<file path="src/rtl/sw_pkg.sv">
// Shared switch-input definitions: level polarity, channel count and
// the default debounce interval used by the input-conditioning stage.
package sw_pkg;

    // Switch pins and debounced levels are active-low.
    typedef enum logic {
        SW_PRESSED  = 1'b0,
        SW_RELEASED = 1'b1
    } sw_level_e;

    localparam int unsigned NUM_SW                  = 4;
    // 5 ms at 50 MHz.
    localparam int unsigned DEFAULT_DEBOUNCE_CYCLES = 250000;

endpackage

</file>
<file path="src/rtl/sw_debounce_4_if.sv">
// Switch bundle between the raw pins, the debouncer and its consumers.
interface sw_debounce_4_if;
    import sw_pkg::*;

    logic              SW1_IN;
    logic              SW2_IN;
    logic              SW3_IN;
    logic              SW4_IN;
    logic              SW1;
    logic              SW2;
    logic              SW3;
    logic              SW4;
    logic [NUM_SW-1:0] PRESS;
    logic [NUM_SW-1:0] RELEASE;
    logic              CHG;

    // Pin side: drives the raw switches, observes the cleaned levels.
    modport master (
        output SW1_IN, SW2_IN, SW3_IN, SW4_IN,
        input  SW1, SW2, SW3, SW4, PRESS, RELEASE, CHG
    );

    // Debouncer side.
    modport slave (
        input  SW1_IN, SW2_IN, SW3_IN, SW4_IN,
        output SW1, SW2, SW3, SW4, PRESS, RELEASE, CHG
    );

endinterface

</file>
<file path="src/rtl/debounce_ch.sv">
// One switch channel: 2-FF synchroniser, stability counter, held level
// and registered one-cycle press/release strobes.
module debounce_ch
    import sw_pkg::*;
#(
    parameter int unsigned DEBOUNCE_CYCLES = DEFAULT_DEBOUNCE_CYCLES
) (
    input  logic clk_i,
    input  logic rstn_i,
    input  logic sw_raw_i,
    output logic sw_o,
    output logic press_o,
    output logic release_o,
    output logic qual_o
);

    localparam int unsigned      CNT_W    = $clog2(DEBOUNCE_CYCLES);
    localparam logic [CNT_W-1:0] CNT_LAST = CNT_W'(DEBOUNCE_CYCLES - 1);

    logic             s1_q;
    logic             s2_q;
    logic             held_q;
    logic             held_d;
    logic [CNT_W-1:0] cnt_q;
    logic [CNT_W-1:0] cnt_d;
    logic             press_q;
    logic             press_d;
    logic             release_q;
    logic             release_d;

    // Bring the asynchronous pin into the clock domain; idle is released.
    always_ff @(posedge clk_i) begin
        if (!rstn_i) begin
            s1_q <= SW_RELEASED;
            s2_q <= SW_RELEASED;
        end else begin
            s1_q <= sw_raw_i;
            s2_q <= s1_q;
        end
    end

    // Count consecutive disagreement; adopt the new level at terminal count.
    always_comb begin
        cnt_d     = '0;
        held_d    = held_q;
        press_d   = 1'b0;
        release_d = 1'b0;
        if (s2_q != held_q) begin
            if (cnt_q == CNT_LAST) begin
                held_d    = s2_q;
                press_d   = (s2_q == SW_PRESSED);
                release_d = (s2_q == SW_RELEASED);
            end else begin
                cnt_d = cnt_q + 1'b1;
            end
        end
    end

    // Held level, counter and strobes; reset discards any partial count.
    always_ff @(posedge clk_i) begin
        if (!rstn_i) begin
            held_q    <= SW_RELEASED;
            cnt_q     <= '0;
            press_q   <= 1'b0;
            release_q <= 1'b0;
        end else begin
            held_q    <= held_d;
            cnt_q     <= cnt_d;
            press_q   <= press_d;
            release_q <= release_d;
        end
    end

    assign sw_o      = held_q;
    assign press_o   = press_q;
    assign release_o = release_q;
    // Qualification this edge, so the top can register CHG alongside the strobes.
    assign qual_o    = press_d | release_d;

endmodule

</file>
<file path="src/rtl/sw_debounce_4.sv">
// Four-channel switch debouncer feeding the switch-weighting/LED logic.
module sw_debounce_4
    import sw_pkg::*;
#(
    parameter int unsigned DEBOUNCE_CYCLES = DEFAULT_DEBOUNCE_CYCLES
) (
    input  logic            CLK,
    input  logic            RSTN,
    sw_debounce_4_if.slave  bus
);

    logic [NUM_SW-1:0] raw;
    logic [NUM_SW-1:0] sw;
    logic [NUM_SW-1:0] press;
    logic [NUM_SW-1:0] rel;
    logic [NUM_SW-1:0] qual;
    logic              chg_q;
    logic              chg_d;

    assign raw = {bus.SW4_IN, bus.SW3_IN, bus.SW2_IN, bus.SW1_IN};

    for (genvar i = 0; i < NUM_SW; i++) begin : g_ch
        debounce_ch #(
            .DEBOUNCE_CYCLES(DEBOUNCE_CYCLES)
        ) u_ch (
            .clk_i     (CLK),
            .rstn_i    (RSTN),
            .sw_raw_i  (raw[i]),
            .sw_o      (sw[i]),
            .press_o   (press[i]),
            .release_o (rel[i]),
            .qual_o    (qual[i])
        );
    end

    assign chg_d = |qual;

    // CHG is registered from the same-edge qualification so it lines up with the strobes.
    always_ff @(posedge CLK) begin
        if (!RSTN) begin
            chg_q <= 1'b0;
        end else begin
            chg_q <= chg_d;
        end
    end

    assign bus.SW1     = sw[0];
    assign bus.SW2     = sw[1];
    assign bus.SW3     = sw[2];
    assign bus.SW4     = sw[3];
    assign bus.PRESS   = press;
    assign bus.RELEASE = rel;
    assign bus.CHG     = chg_q;

endmodule
</file>
<file path="src/flat_wrapper.sv">
// flat-port wrapper written by rule: the top's interface ports become plain ports
module sw_debounce_4_flat import sw_pkg::*;
#(
    parameter int unsigned DEBOUNCE_CYCLES = DEFAULT_DEBOUNCE_CYCLES
)
  (CLK, RSTN, bus_SW1_IN, bus_SW2_IN, bus_SW3_IN, bus_SW4_IN, bus_SW1, bus_SW2, bus_SW3, bus_SW4, bus_PRESS, bus_RELEASE, bus_CHG);
  sw_debounce_4_if bus_i ();
  input  logic CLK;
  input  logic RSTN;
  input wire logic [$bits(bus_i.SW1_IN)-1:0] bus_SW1_IN;
  input wire logic [$bits(bus_i.SW2_IN)-1:0] bus_SW2_IN;
  input wire logic [$bits(bus_i.SW3_IN)-1:0] bus_SW3_IN;
  input wire logic [$bits(bus_i.SW4_IN)-1:0] bus_SW4_IN;
  output wire logic [$bits(bus_i.SW1)-1:0] bus_SW1;
  output wire logic [$bits(bus_i.SW2)-1:0] bus_SW2;
  output wire logic [$bits(bus_i.SW3)-1:0] bus_SW3;
  output wire logic [$bits(bus_i.SW4)-1:0] bus_SW4;
  output wire logic [$bits(bus_i.PRESS)-1:0] bus_PRESS;
  output wire logic [$bits(bus_i.RELEASE)-1:0] bus_RELEASE;
  output wire logic [$bits(bus_i.CHG)-1:0] bus_CHG;
  assign bus_i.SW1_IN = bus_SW1_IN;
  assign bus_i.SW2_IN = bus_SW2_IN;
  assign bus_i.SW3_IN = bus_SW3_IN;
  assign bus_i.SW4_IN = bus_SW4_IN;
  assign bus_SW1 = bus_i.SW1;
  assign bus_SW2 = bus_i.SW2;
  assign bus_SW3 = bus_i.SW3;
  assign bus_SW4 = bus_i.SW4;
  assign bus_PRESS = bus_i.PRESS;
  assign bus_RELEASE = bus_i.RELEASE;
  assign bus_CHG = bus_i.CHG;
  sw_debounce_4 #(.DEBOUNCE_CYCLES(DEBOUNCE_CYCLES)) u_core (.CLK(CLK), .RSTN(RSTN), .bus(bus_i));
endmodule
</file>
<file path="config.mk">
export PLATFORM = sky130hd
export DESIGN_NAME = sw_debounce_4_flat
export DESIGN_NICKNAME = d
export VERILOG_FILES = /design/src/rtl/sw_pkg.sv /design/src/rtl/sw_debounce_4_if.sv /design/src/rtl/debounce_ch.sv /design/src/rtl/sw_debounce_4.sv /design/src/flat_wrapper.sv
export SDC_FILE = /design/constraint.sdc
export NUM_CORES = 1
export LEC_CHECK = 0
export ABC_AREA = 1
export BUFFER_PORTS_ARGS = -buffer_cell sky130_fd_sc_hd__buf_2
export CAP_MARGIN = 10
export CELL_PAD_IN_SITES_DETAIL_PLACEMENT = 2
export CELL_PAD_IN_SITES_GLOBAL_PLACEMENT = 2
export CORE_UTILIZATION = 41
export CTS_BUF_LIST = sky130_fd_sc_hd__clkbuf_8
export DETAILED_ROUTE_END_ITERATION = 10
export GPL_TIMING_DRIVEN = 1
export PLACE_DENSITY_LB_ADDON = 0.1
export SLEW_MARGIN = 15
export SYNTH_ARGS = -nofsm -noshare
export SYNTH_HDL_FRONTEND = slang
export SYNTH_SLANG_ARGS = --single-unit
</file>
<file path="constraint.sdc">
create_clock -name CLK -period 4.3 [get_ports CLK]
set_input_delay 0.86 -clock CLK [delete_from_list [all_inputs] [get_ports CLK]]
set_output_delay 0.86 -clock CLK [all_outputs]
set_load 0.05 [all_outputs]
</file>
==> results.cfg, run 1 <==
[setup_path]
crit_fanout = 15
critPathKind = flip-flop to flip-flop
critPathLaunchType = flip-flop
end_kind = flip-flop
crit_arrival_ps = 2310
crit_required_ps = 4570

[layout]
fin_util = 0.463
antenna_cells = 0
design_area_um2 = 4780
fin_nets = 603
drive_above_1_share = 0.156
syn2layout_area_growth_pct = 9.15
layout.cells.non_filler = 734

[power]
power_mw = 1.60
power_density_nw_per_um2 = 334
total_leakage_power_nw = 1.84
peakVddDrop_mv = 0.230

[logic_synthesis]
synth_seq_cells = 93
synth_top_family_by_area = simple AND/OR/NAND/NOR gates
synth_enable_flop_cells = 0
synth_top_cells_by_count = 96 x nand2_1, 94 x nor2_1, 93 x dfxtp_1, 75 x inv_1, 29 x nand3_1
synth_cell_types = 39
avgSynthCellArea_um2 = 7.57
synth-simple-area-share = 0.369
synth_flop_cell = dfxtp_1
async_flop_share = 0
synth.cell_area_um2 = 4380
synthMuxAreaShare = 0
syn_inst = 578
synth_compound_area_frac = 0.0492
synth-seq-area-share = 0.425
synth_fa_ha_area_frac = 0.0114
synth.most_common_cell = nand2_1
yosys.area.top_type_share = 0.425
synth_largest_area_cell = dfxtp_1
synth_fp_nets = 588
synth-warning-count = 0
synthXorXnorAreaFrac = 0.0560
yosys-top-cells-area = dfxtp_1 43%, nand2_1 8.2%, nor2_1 8.1%

[placed_design]
dp_hpwl_mm = 8.54
portBuffers = 18
dp_slack_ps = 1930
routabilityCongestion = 0.790
dpl-instance-area_um2 = 4540
dp.cells = 718

[timing]
setup_ws_ps = 2270
rsz0062_at_grt = no
period_share = 0.473
max_freq_ghz = 0.492
finalMaxSlewViolations = 0
period_needed_ps = 2030
fin_skew_ps = 8.21
fin_tns_setup_ps = 0
worstMarginPinSlew_ps = 680
slew_headroom = 0.546
holdWs_ps = 421
setup_viol = 0
hold_viol = 0

[global_routing]
grt.total_usage = 0.221
grt_max_degree = 19
grt_pass1_wl_mm = 19.2
grt_pass1_vias = 4082
antenna_found_initial = 0
grt_remaining_overflow = 0

[run_status]
status = finished clean

[clock_network]
cts_resized = 0
clockBufferDepth = 2
clock-sinks = 93
cts.hold.buffers_added = 0
worstSkewPairLatency_ps = 370
post_cts_buffers = 0
cts_tree = done
h-tree-depth = 3
clkTransAtPathRegs_ps = 90
cts_root_buf = clkbuf_8
cts_buffers = 9

[floorplan]
die_area_um2 = 11100
die_h_um = 105
die_w_um = 105
start_util = 0.424
coreArea_um2 = 10300
io_pins = 19
fp-row-count = 37

[drt]
drt-vias-per-instance = 5.02
antenna_left = 0
drc = 0
drt_iter0_drc = 82
drt_first_pass_iters = 4
avgRoutedWirePerCell_um = 15.5
postRouteWirelength_mm = 11.3
vias = 3687

[worst_hold_path]
hold_class = flip-flop to flip-flop

[run]
cap_violations = 0
==> cell usage in the layout, fill, tap and decap left out, drive strengths merged, types with 4 or more instances in the layout <==
| master | synthesis | routed |
|---|---|---|
| nor2 | 111 | 111 |
| nand2 | 105 | 105 |
| dfxtp | 93 | 93 |
| inv | 77 | 79 |
| nand3 | 39 | 39 |
| nor3 | 32 | 32 |
| xor2 | 22 | 22 |
| a21oi | 22 | 22 |
| buf | 13 | 18 |
| or2 | 14 | 14 |
| nand4 | 12 | 12 |
| clkbuf | 1 | 10 |
| o21ai | 9 | 9 |
| xnor2 | 6 | 6 |
| nor3b | 5 | 5 |
| nor4 | 4 | 4 |
| ha | 4 | 4 |
==> registers in the layout, indices dropped and copies added, names as in the netlist <==
name and flops:
u_core.g_ch.u_ch.cnt_q 72, u_core.g_ch.u_ch.press_o 4, u_core.g_ch.u_ch.release_o 4, u_core.g_ch.u_ch.s1_q 4, u_core.g_ch.u_ch.s2_q 4, u_core.g_ch.u_ch.sw_o 4
u_core.bus.CHG 1
==> worst paths after layout <==
path	cells after the start	endpoint	start	slack, ps
max	7	u_core.g_ch[3].u_ch.cnt_q[13]	u_core.g_ch[3].u_ch.cnt_q[0]	2270
max reg2reg	7	u_core.g_ch[3].u_ch.cnt_q[13]	u_core.g_ch[3].u_ch.cnt_q[0]	2270
min reg2reg	1	u_core.g_ch[2].u_ch.s2_q	u_core.g_ch[2].u_ch.s1_q	420
min	1	u_core.g_ch[2].u_ch.s2_q	u_core.g_ch[2].u_ch.s1_q	420
==> kinds of logic after synthesis <==
family | count (synthesis)
and+or+nand+nor | 324
DFF | 93
AOI/OAI and AO/OA | 38
adders and majority gates | 4
buffers and inverters | 91
xor gates and xnor gates | 28
==> metal layers <==
metal | global-route usage | vias up | wire, um
met5 | 0 | - | 0
met4 | 0.0523 | 0 | 94
met3 | 0.0643 | 10 | 341
met2 | 0.410 | 25 | 5970
met1 | 0.245 | 1809 | 4930
li1 | - | 1843 | -
==> cell type report <==
| class | count | area, um2 |
|---|---|---|
| fillers | 1220 | 5550 |
| multi-input cells | 394 | 2130 |
| flip-flops and latches | 93 | 1860 |
| inverters | 77 | 289 |
| well taps | 136 | 170 |
| clock buffers | 10 | 138 |
| clock inverters | 6 | 103 |
| repair buffers | 18 | 90.1 |
==> critical path, stage by stage (launching register included) <==
cell     delay, ps
dfxtp_1        430
ha_1           240
nand3_2        100
inv_1           90
nand3_1        120
o21ai_2        560
inv_1          190
and3_1         210
==> power breakdown <==
part / switching (mW) / leakage (nW) / total [mW] / internal (mW)
logic: 0.0140 / 0.963 / 0.0206 / 0.00665
clock network: 0.312 / 0.129 / 0.709 / 0.397
registers: 0.00310 / 0.751 / 0.868 / 0.865
No activity file was read; power rests on OpenSTA's default activity.
==> run 2: changes to the inputs <==
Settings changed: CORE_UTILIZATION 41 to 34.
Clock period 4.3 ns to 1.7 ns, I/O delays scaled along.
==> run 2 against run 1 <==
  * Sequential power grew to 2.5 times the previous value
  * Sequential cell count did not move
  * Final cell count rose by 7.1%
  * Clock-buffer cell count is the same
  * Clock power rose by 90%
  * Total power is 130% higher
  * Cell area increased by 4.3%
  * Via count grew 0.87%
  * Combinational power grew to 3.3 times the previous value
  * Register-to-register slack worse by 2200 ps
  * Largest power group unchanged
==> results.cfg, run 2 (synthesized netlist as in run 1, its figures left out) <==
[setup_path]
cp_top_family = simple AND/OR/NAND/NOR gates
path_cells = ha_4 -> nand3_4 -> nor2_4 -> nand3_4 -> nor2_4 -> nand3_2 -> o21ai_0 -> nor2_1
critPathKind = flip-flop to flip-flop
cp.depth = 8
cpPeakStageDelay_ps = 390
path_buf_inv = 0
end_kind = flip-flop
crit_fanout = 4
crit_required_ps = 1970
crit_arrival_ps = 1890
r2r_cells = 8
crit_slowest_cell = dfxtp_1
critPathLaunchType = flip-flop

[run_status]
status = finished clean

[floorplan]
die_h_um = 115
die_w_um = 115
start_util = 0.348
io_pins = 19
coreArea_um2 = 12600
fp-row-count = 41
die_area_um2 = 13300

[clock_network]
worstSkewPairLatency_ps = 380
cts_root_buf = clkbuf_8
cts.hold.buffers_added = 0
clock-sinks = 93
clkTransAtPathRegs_ps = 90
h-tree-depth = 3
clockBufferDepth = 2
cts_tree = done
cts_buffers = 9

[timing]
fin_tns_setup_ps = 0
worstMarginPinSlew_ps = 317
fin_skew_ps = 13.3
slew_headroom = 0.787
setup_viol = 0
period_needed_ps = 1620
period_share = 0.952
setup_ws_ps = 81.3
finalMaxSlewViolations = 0
max_freq_ghz = 0.618
hold_viol = 0

[drt]
avgRoutedWirePerCell_um = 14.1
postRouteWirelength_mm = 11.1
drt-vias-per-instance = 4.73
drc = 0
drt_iter0_drc = 72
antenna_left = 0
vias = 3719
drt_first_pass_iters = 4

[global_routing]
grt_max_degree = 19
grt_pass1_wl_mm = 18.3
grt_pass1_vias = 3954
grt.total_usage = 0.178
antenna_found_initial = 0
grt_remaining_overflow = 0

[layout]
design_area_um2 = 4980
fin_nets = 619
layout_common_cells = 94 x nand2_1, 92 x nor2_1, 90 x dfxtp_1
drive_above_1_share = 0.194
regMostFlops = u_core.g_ch.u_ch.cnt_q
final_common_cell = nand2_1
largest_reg_flops = 72
layout.cells.non_filler = 786
syn2layout_area_growth_pct = 13.8
antenna_cells = 0

[placed_design]
dp.cells = 768
dp_hpwl_mm = 8.70
dpl-instance-area_um2 = 4700
portBuffers = 18
dp_slack_ps = 38.3
routabilityCongestion = 0.780

[power]
power_density_nw_per_um2 = 725
peakVddDrop_mv = 0.431
power_mw = 3.61
total_leakage_power_nw = 1.93

[worst_hold_path]
holdPathStages = 2
hold_class = input port to flip-flop

[run]
cap_violations = 0
-- run 2: cell count changes in the layout (fill, tap and decap cells not counted), moves of 3 or more --
cell and delta:
buf_4 +15, bufinv_16 -3, dfxtp_1 -3, dfxtp_2 +3
nand3_4 +3, nor3_4 +3
-- run 2: routing by layer --
layer	vias up	global-route usage	part of all wire
li1	1871	-	-
met1	1815	0.204	0.44
met2	22	0.327	0.52
met3	11	0.0397	0.022
met4	0	0.0571	0.013
met5	-	0	0
-- run 2: layout make-up --
class                      count  area, um2
inverter                      77        289
multi-input combinational    394       2220
clock inverter                 6       32.5
sequential                    93       1870
clock buffer                  10        138
tap                          172        215
fill                        1487       7590
timing repair buffer          34        223
-- run 2: power breakdown --
part           switching [mW]  leakage [nW]  total (mW)  internal, mW
Combinational          0.0399          1.08      0.0683        0.0283
Clock                   0.793        0.0961        1.35         0.557
Sequential            0.00759         0.753        2.20          2.19
Total                   0.841          1.93        3.61          2.77
-- run 2: worst register-to-register path, stage by stage, from the launching register on --
cell,delay [ps]
dfxtp_1,390
ha_4,170
nand3_4,110
nor2_4,170
nand3_4,120
nor2_4,180
nand3_2,100
o21ai_0,190
nor2_1,70
-- run 2: through the flow --
stage | utilization | hold slack [ps]
global route | 0.396 | 139
global placement | 0.374 | 395
floorplan | - | 393
finish | 0.396 | 149
CTS | 0.387 | 119
detailed placement | 0.374 | 410
-- run 2: worst paths after layout --
kind / startpoint / to / slack, ps
hold / removal: bus_SW1_IN / u_core.g_ch[0].u_ch.s1_q / 150
setup reg to reg: u_core.g_ch[1].u_ch.cnt_q[0] / u_core.g_ch[1].u_ch.cnt_q[16] / 80
hold reg to reg: u_core.g_ch[0].u_ch.s1_q / u_core.g_ch[0].u_ch.s2_q / 420
setup / recovery: u_core.g_ch[1].u_ch.cnt_q[0] / u_core.g_ch[1].u_ch.cnt_q[16] / 80
-- run 2: timing repair --
item	CTS	global route
endpoints found under the setup margin	0	43
gates resized for setup	0	21
setup buffers	0	2
